===== src/rtl/regwrite_arbiter.sv =====
// Two-requester register-file writeback arbiter: per-requester FIFOs, round-robin issue on ties,
// registered write port and combinational pending-write (busy) lookup. Option macro: REGARB_XZR_DROP_EN.
module regwrite_arbiter #(
    parameter int DATA_W = 64,
    parameter int ADDR_W = 5,
    parameter int DEPTH  = 2
) (
    input  logic              clk,
    input  logic              reset_n,
    input  logic              ex_valid,
    output logic              ex_ready,
    input  logic [ADDR_W-1:0] ex_addr,
    input  logic [DATA_W-1:0] ex_data,
    input  logic              ld_valid,
    output logic              ld_ready,
    input  logic [ADDR_W-1:0] ld_addr,
    input  logic [DATA_W-1:0] ld_data,
    output logic              regwrite,
    output logic [ADDR_W-1:0] writeAddress,
    output logic [DATA_W-1:0] writeData,
    input  logic [ADDR_W-1:0] readAddress1,
    input  logic [ADDR_W-1:0] readAddress2,
    output logic              busy1,
    output logic              busy2
);

    localparam int PW = $clog2(DEPTH);
    localparam int CW = PW + 1;
    localparam logic [CW-1:0] DEPTH_C  = CW'(DEPTH);
    localparam logic [PW-1:0] LAST_IDX = PW'(DEPTH - 1);
`ifdef REGARB_XZR_DROP_EN
    localparam logic [ADDR_W-1:0] XZR_ADDR = ADDR_W'(31);
`endif

    typedef enum logic {
        GNT_EX = 1'b0,
        GNT_LD = 1'b1
    } grant_e;

    function automatic logic [PW-1:0] ptr_inc(input logic [PW-1:0] p);
        if (p == LAST_IDX) begin
            return {PW{1'b0}};
        end else begin
            return p + PW'(1);
        end
    endfunction

    // Slot idx holds a live entry when its distance from the read pointer is below the count.
    function automatic logic entry_live(input logic [PW-1:0] idx,
                                        input logic [PW-1:0] rd,
                                        input logic [CW-1:0] cnt);
        logic [PW-1:0] off;
        off = idx - rd;
        return ({1'b0, off} < cnt);
    endfunction

    logic [ADDR_W-1:0] ex_addr_mem_q [DEPTH];
    logic [DATA_W-1:0] ex_data_mem_q [DEPTH];
    logic [ADDR_W-1:0] ld_addr_mem_q [DEPTH];
    logic [DATA_W-1:0] ld_data_mem_q [DEPTH];

    logic [PW-1:0] ex_wp_q, ex_wp_d, ex_rp_q, ex_rp_d;
    logic [PW-1:0] ld_wp_q, ld_wp_d, ld_rp_q, ld_rp_d;
    logic [CW-1:0] ex_cnt_q, ex_cnt_d, ld_cnt_q, ld_cnt_d;
    grant_e        last_q, last_d;

    logic              regwrite_q, regwrite_d;
    logic [ADDR_W-1:0] waddr_q, waddr_d;
    logic [DATA_W-1:0] wdata_q, wdata_d;

    logic ex_push_s, ld_push_s, ex_store_s, ld_store_s;
    logic ex_head_v_s, ld_head_v_s, gnt_ex_s, gnt_ld_s;
    logic [DEPTH-1:0] ex_live_s, ld_live_s;
    logic busy1_s, busy2_s;

    assign ex_ready  = (ex_cnt_q < DEPTH_C);
    assign ld_ready  = (ld_cnt_q < DEPTH_C);
    assign ex_push_s = ex_valid & ex_ready;
    assign ld_push_s = ld_valid & ld_ready;

    // Writes to the zero register are handshaken normally but never stored, so they cannot
    // issue, flag busy or take part in arbitration.
`ifdef REGARB_XZR_DROP_EN
    assign ex_store_s = ex_push_s & (ex_addr != XZR_ADDR);
    assign ld_store_s = ld_push_s & (ld_addr != XZR_ADDR);
`else
    assign ex_store_s = ex_push_s;
    assign ld_store_s = ld_push_s;
`endif

    assign ex_head_v_s = (ex_cnt_q != {CW{1'b0}});
    assign ld_head_v_s = (ld_cnt_q != {CW{1'b0}});

    // Round-robin grant; the fairness pointer moves only when both heads compete.
    always_comb begin
        gnt_ex_s = 1'b0;
        gnt_ld_s = 1'b0;
        last_d   = last_q;
        if (ex_head_v_s && ld_head_v_s) begin
            if (last_q == GNT_LD) begin
                gnt_ex_s = 1'b1;
                last_d   = GNT_EX;
            end else begin
                gnt_ld_s = 1'b1;
                last_d   = GNT_LD;
            end
        end else if (ex_head_v_s) begin
            gnt_ex_s = 1'b1;
        end else if (ld_head_v_s) begin
            gnt_ld_s = 1'b1;
        end else begin
            last_d = last_q;
        end
    end

    // Queue pointer and occupancy next-state.
    always_comb begin
        ex_wp_d  = ex_store_s ? ptr_inc(ex_wp_q) : ex_wp_q;
        ex_rp_d  = gnt_ex_s   ? ptr_inc(ex_rp_q) : ex_rp_q;
        ld_wp_d  = ld_store_s ? ptr_inc(ld_wp_q) : ld_wp_q;
        ld_rp_d  = gnt_ld_s   ? ptr_inc(ld_rp_q) : ld_rp_q;
        ex_cnt_d = ex_cnt_q + CW'(ex_store_s) - CW'(gnt_ex_s);
        ld_cnt_d = ld_cnt_q + CW'(ld_store_s) - CW'(gnt_ld_s);
    end

    // Write-port next-state; address/data hold when nothing issues.
    always_comb begin
        regwrite_d = gnt_ex_s | gnt_ld_s;
        waddr_d    = waddr_q;
        wdata_d    = wdata_q;
        if (gnt_ex_s) begin
            waddr_d = ex_addr_mem_q[ex_rp_q];
            wdata_d = ex_data_mem_q[ex_rp_q];
        end else if (gnt_ld_s) begin
            waddr_d = ld_addr_mem_q[ld_rp_q];
            wdata_d = ld_data_mem_q[ld_rp_q];
        end else begin
            waddr_d = waddr_q;
            wdata_d = wdata_q;
        end
    end

    // Control state and registered write port.
    always_ff @(posedge clk or negedge reset_n) begin
        if (!reset_n) begin
            ex_wp_q    <= {PW{1'b0}};
            ex_rp_q    <= {PW{1'b0}};
            ld_wp_q    <= {PW{1'b0}};
            ld_rp_q    <= {PW{1'b0}};
            ex_cnt_q   <= {CW{1'b0}};
            ld_cnt_q   <= {CW{1'b0}};
            last_q     <= GNT_LD;
            regwrite_q <= 1'b0;
            waddr_q    <= {ADDR_W{1'b0}};
            wdata_q    <= {DATA_W{1'b0}};
        end else begin
            ex_wp_q    <= ex_wp_d;
            ex_rp_q    <= ex_rp_d;
            ld_wp_q    <= ld_wp_d;
            ld_rp_q    <= ld_rp_d;
            ex_cnt_q   <= ex_cnt_d;
            ld_cnt_q   <= ld_cnt_d;
            last_q     <= last_d;
            regwrite_q <= regwrite_d;
            waddr_q    <= waddr_d;
            wdata_q    <= wdata_d;
        end
    end

    // Queue entry storage.
    always_ff @(posedge clk or negedge reset_n) begin
        if (!reset_n) begin
            for (int i = 0; i < DEPTH; i++) begin
                ex_addr_mem_q[i] <= {ADDR_W{1'b0}};
                ex_data_mem_q[i] <= {DATA_W{1'b0}};
                ld_addr_mem_q[i] <= {ADDR_W{1'b0}};
                ld_data_mem_q[i] <= {DATA_W{1'b0}};
            end
        end else begin
            if (ex_store_s) begin
                ex_addr_mem_q[ex_wp_q] <= ex_addr;
                ex_data_mem_q[ex_wp_q] <= ex_data;
            end else begin
                ex_addr_mem_q[ex_wp_q] <= ex_addr_mem_q[ex_wp_q];
                ex_data_mem_q[ex_wp_q] <= ex_data_mem_q[ex_wp_q];
            end
            if (ld_store_s) begin
                ld_addr_mem_q[ld_wp_q] <= ld_addr;
                ld_data_mem_q[ld_wp_q] <= ld_data;
            end else begin
                ld_addr_mem_q[ld_wp_q] <= ld_addr_mem_q[ld_wp_q];
                ld_data_mem_q[ld_wp_q] <= ld_data_mem_q[ld_wp_q];
            end
        end
    end

    // Live-slot masks for both queues.
    always_comb begin
        ex_live_s = {DEPTH{1'b0}};
        ld_live_s = {DEPTH{1'b0}};
        for (int i = 0; i < DEPTH; i++) begin
            ex_live_s[i] = entry_live(PW'(i), ex_rp_q, ex_cnt_q);
            ld_live_s[i] = entry_live(PW'(i), ld_rp_q, ld_cnt_q);
        end
    end

    // Pending-write lookup across queued entries and the write port.
    always_comb begin
        busy1_s = regwrite_q & (waddr_q == readAddress1);
        busy2_s = regwrite_q & (waddr_q == readAddress2);
        for (int i = 0; i < DEPTH; i++) begin
            busy1_s = busy1_s
                    | (ex_live_s[i] & (ex_addr_mem_q[i] == readAddress1))
                    | (ld_live_s[i] & (ld_addr_mem_q[i] == readAddress1));
            busy2_s = busy2_s
                    | (ex_live_s[i] & (ex_addr_mem_q[i] == readAddress2))
                    | (ld_live_s[i] & (ld_addr_mem_q[i] == readAddress2));
        end
    end

    assign regwrite     = regwrite_q;
    assign writeAddress = waddr_q;
    assign writeData    = wdata_q;
    assign busy1        = busy1_s;
    assign busy2        = busy2_s;

endmodule


===== config.mk =====
export PLATFORM = sky130hd
export DESIGN_NAME = regwrite_arbiter
export DESIGN_NICKNAME = d
export VERILOG_FILES = /design/src/rtl/regwrite_arbiter.sv
export SDC_FILE = /design/constraint.sdc
export NUM_CORES = 1
export LEC_CHECK = 0
export BUFFER_PORTS_ARGS = -buffer_cell sky130_fd_sc_hd__buf_2
export CORE_MARGIN = 2
export CORE_UTILIZATION = 50
export DETAILED_ROUTE_END_ITERATION = 7
export PLACE_DENSITY = 0.76
export SLEW_MARGIN = 40
export SYNTH_ARGS = -nofsm -noshare
export SYNTH_HDL_FRONTEND = slang
export SYNTH_SLANG_ARGS = --single-unit

===== constraint.sdc =====
create_clock -name clk -period 3 [get_ports clk]
set_clock_uncertainty 0.2 [all_clocks]
set_input_delay 0.15 -clock clk [delete_from_list [all_inputs] [get_ports clk]]
set_output_delay 0.15 -clock clk [all_outputs]
set_load 0.05 [all_outputs]

# [Yosys cells after proc, flatten, opt, wreduce, memory -nomap -nowiden]
# Cells that the tools add are included.
[classes] muxes=59 n_reduce_logical=6 n_eq_ne=10 n_lt_le_gt_ge=12 n_bitwise=25 add_sub_neg=12
[ops] op="64-bit two-way mux" count=16
[ops] op="128-bit bitwise mux" count=4
[ops] op="128-bit two-way mux" count=2
[ops] op="64-bit demux with 1-bit select" count=2
[ops] op="5-bit two-way mux" count=16
[ops] op="5-bit == test" count=10
[ops] op="10-bit bitwise mux" count=4
[ops] op="10-bit two-way mux" count=2
[ops] op="1-bit AND" count=12
[ops] op="1-bit two-way mux" count=11
[ops] op="5-bit demux with 1-bit select" count=2
[ops] op="1-bit OR" count=9
[ops] op="2-bit greater-or-equal comparator, second input constant" count=4
[ops] op="1-bit by 2-bit less-than comparator with 1-bit output" count=4
[ops] op="1-bit NOT with 2-bit output" count=4
[ops] op="2-bit nonzero test" count=3
[ops] op="1-bit adder, second input constant" count=4
[ops] op="2-bit by 1-bit adder with 2-bit output" count=2
[ops] op="2-bit by 1-bit less-than comparator with 1-bit output, second input constant" count=2
[ops] op="2-bit less-than comparator, second input constant" count=2
[ops] op="1-bit subtractor, first input constant" count=4
[ops] op="2-bit by 1-bit subtractor with 2-bit output" count=2
[ops] op="1-bit logical AND" count=3
[totals] out_inout_bits=74 word_cells=142 ff_bits=355

# [Longest topological paths before layout]
# Gate-level depths: netlist (run 1).
[depth] word_depth=7 mapped_depth=10

# [Worst setup path after synthesis (run 1)]
# Ideal clock, no wire load.
[synth_timing] path_type="reg2reg" from="register last_q" to="register ld_cnt_q[1]" stages_incl_launch_ff=9 synth_period_minus_slack_ns=2.271 slack_ns=0.729 arrival_time_ns=1.948 cell_sequence="dfstp_2 -> clkbuf_1 -> clkbuf_1 -> a21oi_1 -> ha_1 -> inv_1 -> ha_1 -> xnor2_1 -> xnor2_1"
[synth_via] elab_chain_len=3
[synth_lines] item="start: declaration" line="65" text="grant_e last_q, last_d;"
[synth_lines] item="start signal: assignment" line="163" text="last_q <= last_d;"
[synth_lines] item="1-bit two-way mux" line="100" text="if (last_q == GNT_LD) begin"
[synth_lines] item="1-bit two-way mux" line="99" text="if (ex_head_v_s && ld_head_v_s) begin"
[synth_lines] item="2-bit by 1-bit subtractor with 2-bit output" line="123" text="ld_cnt_d = ld_cnt_q + CW'(ld_store_s) - CW'(gnt_ld_s);"
[synth_lines] item="via ld_cnt_d[1]" line="64" text="logic [CW-1:0] ex_cnt_q, ex_cnt_d, ld_cnt_q, ld_cnt_d;"
[synth_lines] item="end signal: assignment" line="151" text="ld_cnt_q <= {CW{1'b0}};"
[synth_lines] item="end signal: assignment" line="162" text="ld_cnt_q <= ld_cnt_d;"
[synth_lines] item="end: declaration" line="64"
# The timed path passes the listed nets, and every way through them passes these cells.
# A chain may end at the register's enable or synchronous reset.

# [Worst setup path after layout (run 1)]
[layout_timing] from="register ld_rp_q" to="output port busy2"
[layout_via] elab_chain_len=6 elab_cells_between_ends=9 cone_classes="add/sub: 2; order compare: 2; bitwise: 5"
[layout_lines] item="start: declaration" line="63" text="logic [PW-1:0] ld_wp_q, ld_wp_d, ld_rp_q, ld_rp_d;"
[layout_lines] item="start signal: assignment" line="149" text="ld_rp_q <= {PW{1'b0}};"
[layout_lines] item="start signal: assignment" line="160" text="ld_rp_q <= ld_rp_d;"
[layout_lines] item="1-bit subtractor" line="53" text="off = idx - rd;"
[layout_lines] item="1-bit by 2-bit less-than comparator with 1-bit output" line="54" text="return ({1'b0, off} < cnt);"
[layout_lines] item="1-bit AND" line="217" text="| (ld_live_s[i] & (ld_addr_mem_q[i] == readAddress2));"
[layout_lines] item="1-bit OR" line="217"
[layout_lines] item="1-bit OR" line="216" text="| (ex_live_s[i] & (ex_addr_mem_q[i] == readAddress2))"
[layout_lines] item="1-bit OR (*)" line="217"
[layout_lines] item="end: declaration" line="24" text="output logic busy2"
# Mark *: on every way between the ends. The rest lies on a longest branch, timed or not.

==> results of run 1 <==
flip-flops by register name, summed over array words and instances, names as in the netlist, 2 cells and up:
register       count
ex_addr_mem_q     10
ex_cnt_q           2
ex_data_mem_q    128
ld_addr_mem_q     10
ld_cnt_q           2
ld_data_mem_q    128
writeAddress       5
writeData         64
cell usage in the layout (no fill, tap or decap), types with 6 or more instances in the layout:
| cell type | count |
|---|---|
| nor2_1 | 70 |
| clkbuf_1 | 11 |
| buf_2 | 224 |
| buf_12 | 8 |
| mux2_2 | 277 |
| dfrtp_1 | 352 |
| dlygate4sd3_1 | 141 |
| xor2_1 | 27 |
| clkbuf_16 | 41 |
| clkbuf_8 | 9 |
| nor4_1 | 6 |
| mux2i_1 | 137 |
| a21oi_1 | 73 |
| inv_1 | 6 |
| buf_4 | 22 |
| o32a_1 | 68 |
| xnor2_1 | 32 |
| o21ai_0 | 65 |
power breakdown:
| group | switching (uW) | internal [uW] | leakage (uW) | total (uW) |
|---|---|---|---|---|
| sequential | 1690 | 7360 | 0.00422 | 9050 |
| clock | 1900 | 2990 | 0.000645 | 4890 |
| combinational | 6740 | 5240 | 0.00440 | 12000 |
metal layers:
metal	part of all wire (%)	global-route usage, %	wire length, um	vias to the layer above
met1	42	31.5	17600	5866
li1	-	-	-	5230
met2	50	43.3	21000	333
met5	0	0	0	-
met4	3.0	9.17	1250	0
met3	5.1	4.09	2120	92
cells by family after synthesis:
| kind of cell | synth area share, % |
|---|---|
| compound gates | 8.87 |
| fa+ha+maj | 0.307 |
| buf+inv | 3.12 |
| mux | 27.5 |
| flops | 54.5 |
| simple gates | 2.55 |
| xor+xnor | 3.17 |
synth_stat cells:
cell type,number
a31oi_1,4
a21oi_1,73
a211oi_2,1
buf_1,5
dfstp_2,1
nand4_1,4
o21ai_0,65
or2_1,1
mux2_2,277
nor3_1,4
buf_2,54
xnor2_1,32
o21ai_4,1
inv_4,1
nor2_1,71
mux2i_1,137
o21ai_1,3
nor2_2,2
buf_4,6
o32a_1,68
nand3_1,6
nand2_1,3
nor4_1,6
xor2_1,27
a21o_1,1
inv_1,6
nor2b_1,1
ha_1,4
dfrtp_1,354
buf_6,2
clkbuf_1,33
worst max-delay path by stage:
| stage | start | end | slack (ps) | depth (start not counted) |
|---|---|---|---|---|
| after floorplan | last_q$_DFFE_PN1P_ | ld_cnt_q[1]$_DFF_PN0_ | 730 | 8 |
| after global placement | ex_cnt_q[1]$_DFF_PN0_ | ex_cnt_q[1]$_DFF_PN0_ | 500 | 8 |
| after detailed placement | ex_cnt_q[1]$_DFF_PN0_ | ex_cnt_q[1]$_DFF_PN0_ | 480 | 8 |
| after CTS | ex_rp_q$_DFFE_PN0N_ | busy1 | 300 | 6 |
| after global routing | ex_rp_q$_DFFE_PN0N_ | busy1 | 160 | 6 |
| final | ld_rp_q$_DFFE_PN0N_ | busy2 | 300 | 6 |
area by class of cell:
| type | count | area (um^2) | area share (%) |
|---|---|---|---|
| clock buffers | 61 | 1190 | 5.76 |
| clock inverters | 9 | 126 | 0.611 |
| inverters | 7 | 28.8 | 0.139 |
| multi-input cells | 791 | 6960 | 33.7 |
| flip-flops and latches | 355 | 8900 | 43.0 |
| well taps | 442 | 553 | 2.68 |
| repair buffers | 398 | 2910 | 14.1 |
what timing repair did:
action / CTS / global route
endpoints found under the hold margin: 427 / 0
hold buffers: 141 / 0
setup buffers: 0 / 0
stage by stage:
| stage | power (uW) | hold WS, ps |
|---|---|---|
| after floorplan | 17900 | -346 |
| after global placement | 20200 | 31.3 |
| after detailed placement | 20800 | 33.4 |
| after CTS | 25900 | 84.8 |
| after global routing | 27500 | 109 |
| final | 25900 | 45.7 |
==> impl_metrics.tcl, run 1 <==
set metrics [dict create \
    status "finished clean" \
    setup_violations 0 \
    netlist_instances 1253 \
    grt_usage_pct 24.9 \
    grt_max_degree 207 \
    cp_num_buf_inv 2 \
    vias 11500 \
    row_count 66 \
    final_nets 1749 \
    cap_violations 0 \
    post_cts_resize_count 0 \
    power_density_mw_per_mm2 1250 \
    post-route-period-util_pct 89.8 \
    grt_pass1_wl_mm 66.4 \
    cp_max_fo 21 \
    synth_top_area_cell "dfrtp_1" \
    rr_worst_depth 8 \
    worstReg2RegEnd "ex_cnt_q[1]$_DFF_PN0_" \
    gp_congestion 0.875 \
    cts_tree "built" \
    hold_class "input pin to asynchronous set/reset pin" \
    leakage_uw 0.00926 \
    cp.required_ps 2650 \
    cts_root_buf "clkbuf_16" \
    endpoint_kind "output port" \
    tightestPinTransition_ps 749 \
    cp.arrival_ps 2350 \
    area_delta_synth_final_pct 26.7 \
    tns_ps 0 \
    place_inst 1851 \
    core-area_mm2 0.0324 \
    layout-drive-gt1-share_pct 37.3 \
    insertion_delay_ps 520 \
    ys_seq_elements 355 \
    wl_mm 42.0 \
    initial_core_util_pct 50.4 \
    pre_cts_slack_ps 481 \
    clk_pin_slew_ps 60 \
    antenna_found_initial 0 \
    die_area_mm2 0.0341 \
    period_needed_ps 2700 \
    max_freq_mhz 371 \
    slew_headroom_pct 49.9 \
    post_drt_wl_per_cell_um 20.4 \
    cts_buffers 40 \
    slew_viol_final 0 \
    crit_family "flip-flops" \
    start_kind "flip-flop" \
    hold_viol_final 0 \
    final_antenna_net_count 0 \
    ir_drop_mv 0.772 \
    synth_top_area_share_pct 54.3 \
    place_area_mm2 0.0179 \
    port_buffers 225 \
    fin_util_pct 63.9 \
    synth.avg_cell_area_um2 13.0 \
    synth.area.top_cells "dfrtp_1 (54%), mux2_2 (19%), mux2i_1 (8.4%), o32a_1 (4.2%), a21oi_1 (2.2%)" \
    diodes 0 \
    remaining_drc_errors 0 \
    cts_max_level 2 \
    dp_hpwl_mm 25.4 \
    clk_path_buf_depth 3 \
    yosysWarnings 0 \
    crit_path_top_delay_cell "dfrtp_4" \
    r2r_start "ex_cnt_q[1]$_DFF_PN0_" \
    synth_cell_types 31 \
    worst_slack_ps 305 \
    ios 226 \
    die_x_um 185 \
    rsz0062_at_grt "false" \
    clock_sinks 355 \
    ys_seq_area_share_pct 54.5 \
    worstSetupPathType "flip-flop to output port" \
    die_h_um 185 \
    grt-ovfl-total 0 \
    dr.pass1.iters 7 \
    nFillCells 2445 \
    rrSetupSlack_ps 460 \
    drtIter0Drc 576 \
    vias_per_cell 5.58 \
    max_stage_delay_ps 670 \
    grt_pass1_vias 12400 \
    syn_area_mm2 0.0163 \
    synth.net_count 1409 \
    path_cells "inv_1, a21oi_1, nor4_1, a31oi_1, nand3_1, buf_2" \
    postLayoutCellArea_mm2 0.0207 \
    stdcell_count 2063 \
]
Note: power is estimated with default switching activity, not from simulation.
==> run 2: changes to the inputs <==
--- a/config.mk
+++ b/config.mk
@@ -9,6 +9,7 @@
 export CORE_MARGIN = 2
 export CORE_UTILIZATION = 50
 export DETAILED_ROUTE_END_ITERATION = 7
+export MAX_ROUTING_LAYER = met4
 export PLACE_DENSITY = 0.76
 export SLEW_MARGIN = 40
 export SYNTH_ARGS = -nofsm -noshare
==> impl_metrics.tcl, run 2 (synthesis gave the netlist of run 1 again) <==
set metrics [dict create \
    status "finished clean" \
    slew_viol_final 0 \
    core-area_mm2 0.0324 \
    diodes 0 \
    grt_pass1_vias 12400 \
    vias_per_cell 5.57 \
    post_cts_resize_count 0 \
    final_antenna_net_count 0 \
    wl_mm 41.9 \
    final_nets 1749 \
    rr_worst_depth 8 \
    multiInputGateArea_mm2 0.00696 \
    cts_max_level 2 \
    mostFrequentLayoutCells "dfrtp_1 (352), mux2_2 (277), buf_2 (224), dlygate4sd3_1 (141), mux2i_1 (137)" \
    tightestPinTransition_ps 737 \
    dp_hpwl_mm 25.4 \
    rsz0062_at_grt "false" \
    cap_violations 0 \
    hold_class "input pin to asynchronous set/reset pin" \
    power_density_mw_per_mm2 1250 \
    tns_ps 0 \
    ir_drop_mv 0.767 \
    seq_area_mm2 0.00890 \
    endpoint_kind "output port" \
    layout-drive-gt1-share_pct 37.3 \
    slew_headroom_pct 50.7 \
    clk_pin_slew_ps 60 \
    die_x_um 185 \
    grt_pass1_wl_mm 66.5 \
    cts_root_buf "clkbuf_16" \
    post-route-period-util_pct 90.5 \
    nFillCells 2445 \
    dr.pass1.iters 5 \
    die_h_um 185 \
    antenna_found_initial 0 \
    port_buffers 225 \
    insertion_delay_ps 520 \
    cp.required_ps 2650 \
    max_freq_mhz 368 \
    hold_viol_final 0 \
    grt_usage_pct 25.7 \
    total_power_uw 25900 \
    rrSetupSlack_ps 460 \
    die_area_mm2 0.0341 \
    cts_tree "built" \
    period_needed_ps 2710 \
    cp_max_fo 21 \
    start_kind "flip-flop" \
    grt_max_degree 207 \
    cts_buffers 40 \
    row_count 66 \
    vias 11500 \
    place_inst 1851 \
    drtIter0Drc 580 \
    post_drt_wl_per_cell_um 20.3 \
    layout_commonest_cell "dfrtp_1" \
    stdcell_count 2063 \
    cts_setup_buffers 0 \
    ios 226 \
    cp.arrival_ps 2360 \
    grt-ovfl-total 0 \
    clock_sinks 355 \
    initial_core_util_pct 50.4 \
    remaining_drc_errors 0 \
    setup_violations 0 \
    clk_path_buf_depth 3 \
    worstSetupPathType "flip-flop to output port" \
    area_delta_synth_final_pct 26.7 \
    gp_congestion 0.890 \
    leakage_uw 0.00926 \
]
run 2: cell counts in the layout (fill, tap and decap cells not counted):
No cell type changed its count.
run 2: power breakdown:
| group | switching [uW] | internal (uW) |
|---|---|---|
| clock | 1900 | 2990 |
| combinational | 6730 | 5240 |
| sequential | 1690 | 7360 |
run 2: stage by stage:
step	cell area [um^2]	utilization, %	hold slack (ps)	setup WS [ps]
6_report	20700	63.9	59.4	286
5_1_grt	20700	63.9	120	163
4_1_cts	20600	63.8	84.8	296
3_5_place_dp	17900	55.3	33.4	481
3_3_place_gp	17900	55.3	31.3	501
2_1_floorplan	16300	-	-346	729
run 2: final cells by class:
type / count / share of cell area, %
Clock inverter: 9 / 0.611
Timing Repair Buffer: 398 / 14.1
Multi-Input combinational cell: 791 / 33.7
Clock buffer: 61 / 5.76
Sequential cell: 355 / 43.0
Inverter: 7 / 0.139
Tap cell: 442 / 2.68
run 2: repair_timing:
action / 4_1_cts / 5_1_grt
setup endpoints to repair: 0 / 0
endpoints found under the hold margin: 427 / 0
hold buffers: 141 / 0
run 2: path summary, 6_finish.rpt:
check	end	from
worst max-delay path	busy2	ld_rp_q$_DFFE_PN0N_
worst max register to register	ex_cnt_q[1]$_DFF_PN0_	ex_cnt_q[1]$_DFF_PN0_
worst min register to register	ex_data_mem_q[44]$_DFFE_PN0P_	ex_data_mem_q[44]$_DFFE_PN0P_
min in group clk	ex_data_mem_q[34]$_DFFE_PN0P_	ex_data[34]
max in group asynchronous	ex_data_mem_q[67]$_DFFE_PN0N_	reset_n
worst min-delay path	writeData[59]$_DFFE_PN0P_	reset_n
run 2: worst max-delay path, stage by stage, from the launching register on:
cell and delay (ps):
dfrtp_4 680, inv_1 130, a21oi_1 330, nor4_1 110, a31oi_1 200, nand3_1 150
buf_2 240
run 2: layer usage:
metal	vias to the layer above	routed length, um	global-route usage, %
li1	5232	-	-
met1	5816	17700	31.8
met2	338	21000	43.4
met3	104	2030	3.66
met4	0	1240	8.98
met5	-	0	-
==> run 3: changes to the inputs <==
--- a/config.mk
+++ b/config.mk
@@ -6,11 +6,12 @@
 export NUM_CORES = 1
 export LEC_CHECK = 0
 export BUFFER_PORTS_ARGS = -buffer_cell sky130_fd_sc_hd__buf_2
+export CORE_ASPECT_RATIO = 0.6
 export CORE_MARGIN = 2
 export CORE_UTILIZATION = 50
 export DETAILED_ROUTE_END_ITERATION = 7
 export MAX_ROUTING_LAYER = met4
-export PLACE_DENSITY = 0.76
+export PLACE_DENSITY = 0.79
 export SLEW_MARGIN = 40
 export SYNTH_ARGS = -nofsm -noshare
 export SYNTH_HDL_FRONTEND = slang
==> constraint.sdc (replaced) <==
create_clock -name clk -period 2.3 [get_ports clk]
set_clock_uncertainty 0.2 [all_clocks]
set_input_delay 0.115 -clock clk [delete_from_list [all_inputs] [get_ports clk]]
set_output_delay 0.115 -clock clk [all_outputs]
set_load 0.05 [all_outputs]
==> impl_metrics.tcl, run 3 (synthesis gave the netlist of run 1 again) <==
set metrics [dict create \
    core-area_mm2 0.0323 \
    worstReg2RegEnd "ld_cnt_q[1]$_DFF_PN0_" \
    grt_use_met2_pct 42.3 \
    period_needed_ps 2220 \
    path_cells "a21oi_1, nor4_1, a31oi_1, nand3_1, buf_6" \
    final_nets 1750 \
    drtIter0Drc 806 \
    mostFrequentLayoutCells "dfrtp_1 (352), mux2_2 (277), buf_2 (222), dlygate4sd3_1 (142), mux2i_1 (137)" \
    max_freq_mhz 451 \
    slew_viol_final 0 \
    post_drt_wl_per_cell_um 21.7 \
    port_buffers 225 \
    slew_headroom_pct 52.0 \
    hold_viol_final 0 \
    post-route-period-util_pct 96.5 \
    postLayoutCellArea_mm2 0.0207 \
    grt_pass1_vias 12500 \
    hold_class "input pin to flip-flop" \
    cp_num_buf_inv 1 \
    leakage_uw 0.00926 \
    clk_pin_slew_ps 70 \
    seq_area_mm2 0.00890 \
    clock_sinks 355 \
    vias_per_cell 5.74 \
    max_stage_delay_ps 520 \
    grt_pass1_wl_mm 69.6 \
    endpoint_kind "output port" \
    area_delta_synth_final_pct 27.0 \
    rr_worst_depth 7 \
    r2r_start "ex_cnt_q[0]$_DFF_PN0_" \
    worstHoldEndpoint "ex_data_mem_q[80]$_DFFE_PN0N_" \
    tns_ps 0 \
    die_x_um 237 \
    worstSetupPathType "flip-flop to output port" \
    cts_root_buf "clkbuf_16" \
    row_count 51 \
    cp_max_fo 4 \
    rsz0062_at_grt "false" \
    grt_usage_pct 27.2 \
    crit_family "flip-flops" \
    met1_usage_pct 35.6 \
    top_usage_layer "met2" \
    place_area_mm2 0.0180 \
    ios 226 \
    vias 11800 \
    clk_path_buf_depth 3 \
    status "finished clean" \
    nFillCells 2364 \
    cp.required_ps 1990 \
    wl_mm 44.6 \
    dp_hpwl_mm 28.2 \
    pre_cts_slack_ps 202 \
    final_antenna_net_count 0 \
    remaining_drc_errors 0 \
    ir_drop_mv 0.957 \
    grt_max_degree 85 \
    gp_congestion 0.942 \
    multiInputGateArea_mm2 0.00699 \
    tightestPinTransition_ps 720 \
    layout_commonest_cell "dfrtp_1" \
    cts_max_level 2 \
    layout-drive-gt1-share_pct 37.9 \
    min-delay-start "ex_data[16]" \
    cts_tree "built" \
    start_kind "flip-flop" \
    worst_slack_ps 80.6 \
    insertion_delay_ps 520 \
    grt-ovfl-total 0 \
    dr.pass1.iters 5 \
    die_area_mm2 0.0341 \
    hold_depth 3 \
    power_density_mw_per_mm2 1640 \
    use_met3_pct 6.26 \
    cp-startpoint "ld_rp_q$_DFFE_PN0N_" \
    crit_path_top_delay_cell "dfrtp_4" \
    antenna_found_initial 6 \
    cp.arrival_ps 1900 \
    die_h_um 144 \
    rrSetupSlack_ps 180 \
    cts_buffers 35 \
    cap_violations 0 \
    setup_violations 0 \
    initial_core_util_pct 50.5 \
]
run 3: cell count changes in the layout (fill, tap and decap cells not counted), moves of 3 or more:
| cell | previous run | this run |
|---|---|---|
| buf_12 | 8 | 18 |
| diode_2 | 0 | 7 |
| clkbuf_1 | 11 | 5 |
| clkbuf_16 | 41 | 35 |
| clkinvlp_4 | 1 | 4 |
run 3: area by class of cell:
cell class | instances | share of cell area [%]
antenna | 7 | 0.0846
inverter | 7 | 0.139
clock buffer | 49 | 4.92
clock inverter | 13 | 0.761
multi-input combinational | 791 | 33.8
sequential | 355 | 43.0
timing repair buffer | 404 | 14.8
tap | 424 | 2.56
run 3: tightest hold or removal path: stages:
cell           delay [ps]
dlygate4sd3_1         510
buf_2                 100
mux2_2                130
run 3: how the worst max path moves through the flow:
stage	endpoint	depth (start not counted)	slack, ps
final	busy1	5	80
after global routing	busy1	6	0.6
after CTS	busy2	5	50
after detailed placement	ld_cnt_q[1]$_DFF_PN0_	7	200
after global placement	ld_cnt_q[1]$_DFF_PN0_	7	260
after floorplan	ld_cnt_q[1]$_DFF_PN0_	8	30
run 3: timing repair:
action,CTS,global route
endpoints found under the hold margin,632,0
hold buffers,142,0
pin swaps,1,2
buffers inserted,2,0
endpoints found under the setup margin,2,2
gates resized for setup,2,6
run 3: per-layer routing:
metal | part of all wire [%] | wire length [um]
met5 | 0 | 0
met4 | 2.2 | 1000
met3 | 6.5 | 2900
met2 | 47 | 21100
met1 | 44 | 19600
run 3: metrics by stage:
stage | hold WS (ps) | power [uW] | std cells | utilization (%)
floorplan | -381 | 23300 | 1253 | -
global placement | -88.6 | 26800 | 1837 | 55.9
detailed placement | -87.3 | 27600 | 1837 | 55.9
CTS | 150 | 33800 | 2043 | 64.0
global route | 173 | 36000 | 2049 | 64.1
finish | 172 | 34000 | 2050 | 64.1
run 3: where the power goes:
group / switching (uW) / internal [uW] / total [uW]
logic: 9350 / 7080 / 16400
registers: 2070 / 9590 / 11700
clock network: 2460 / 3440 / 5900
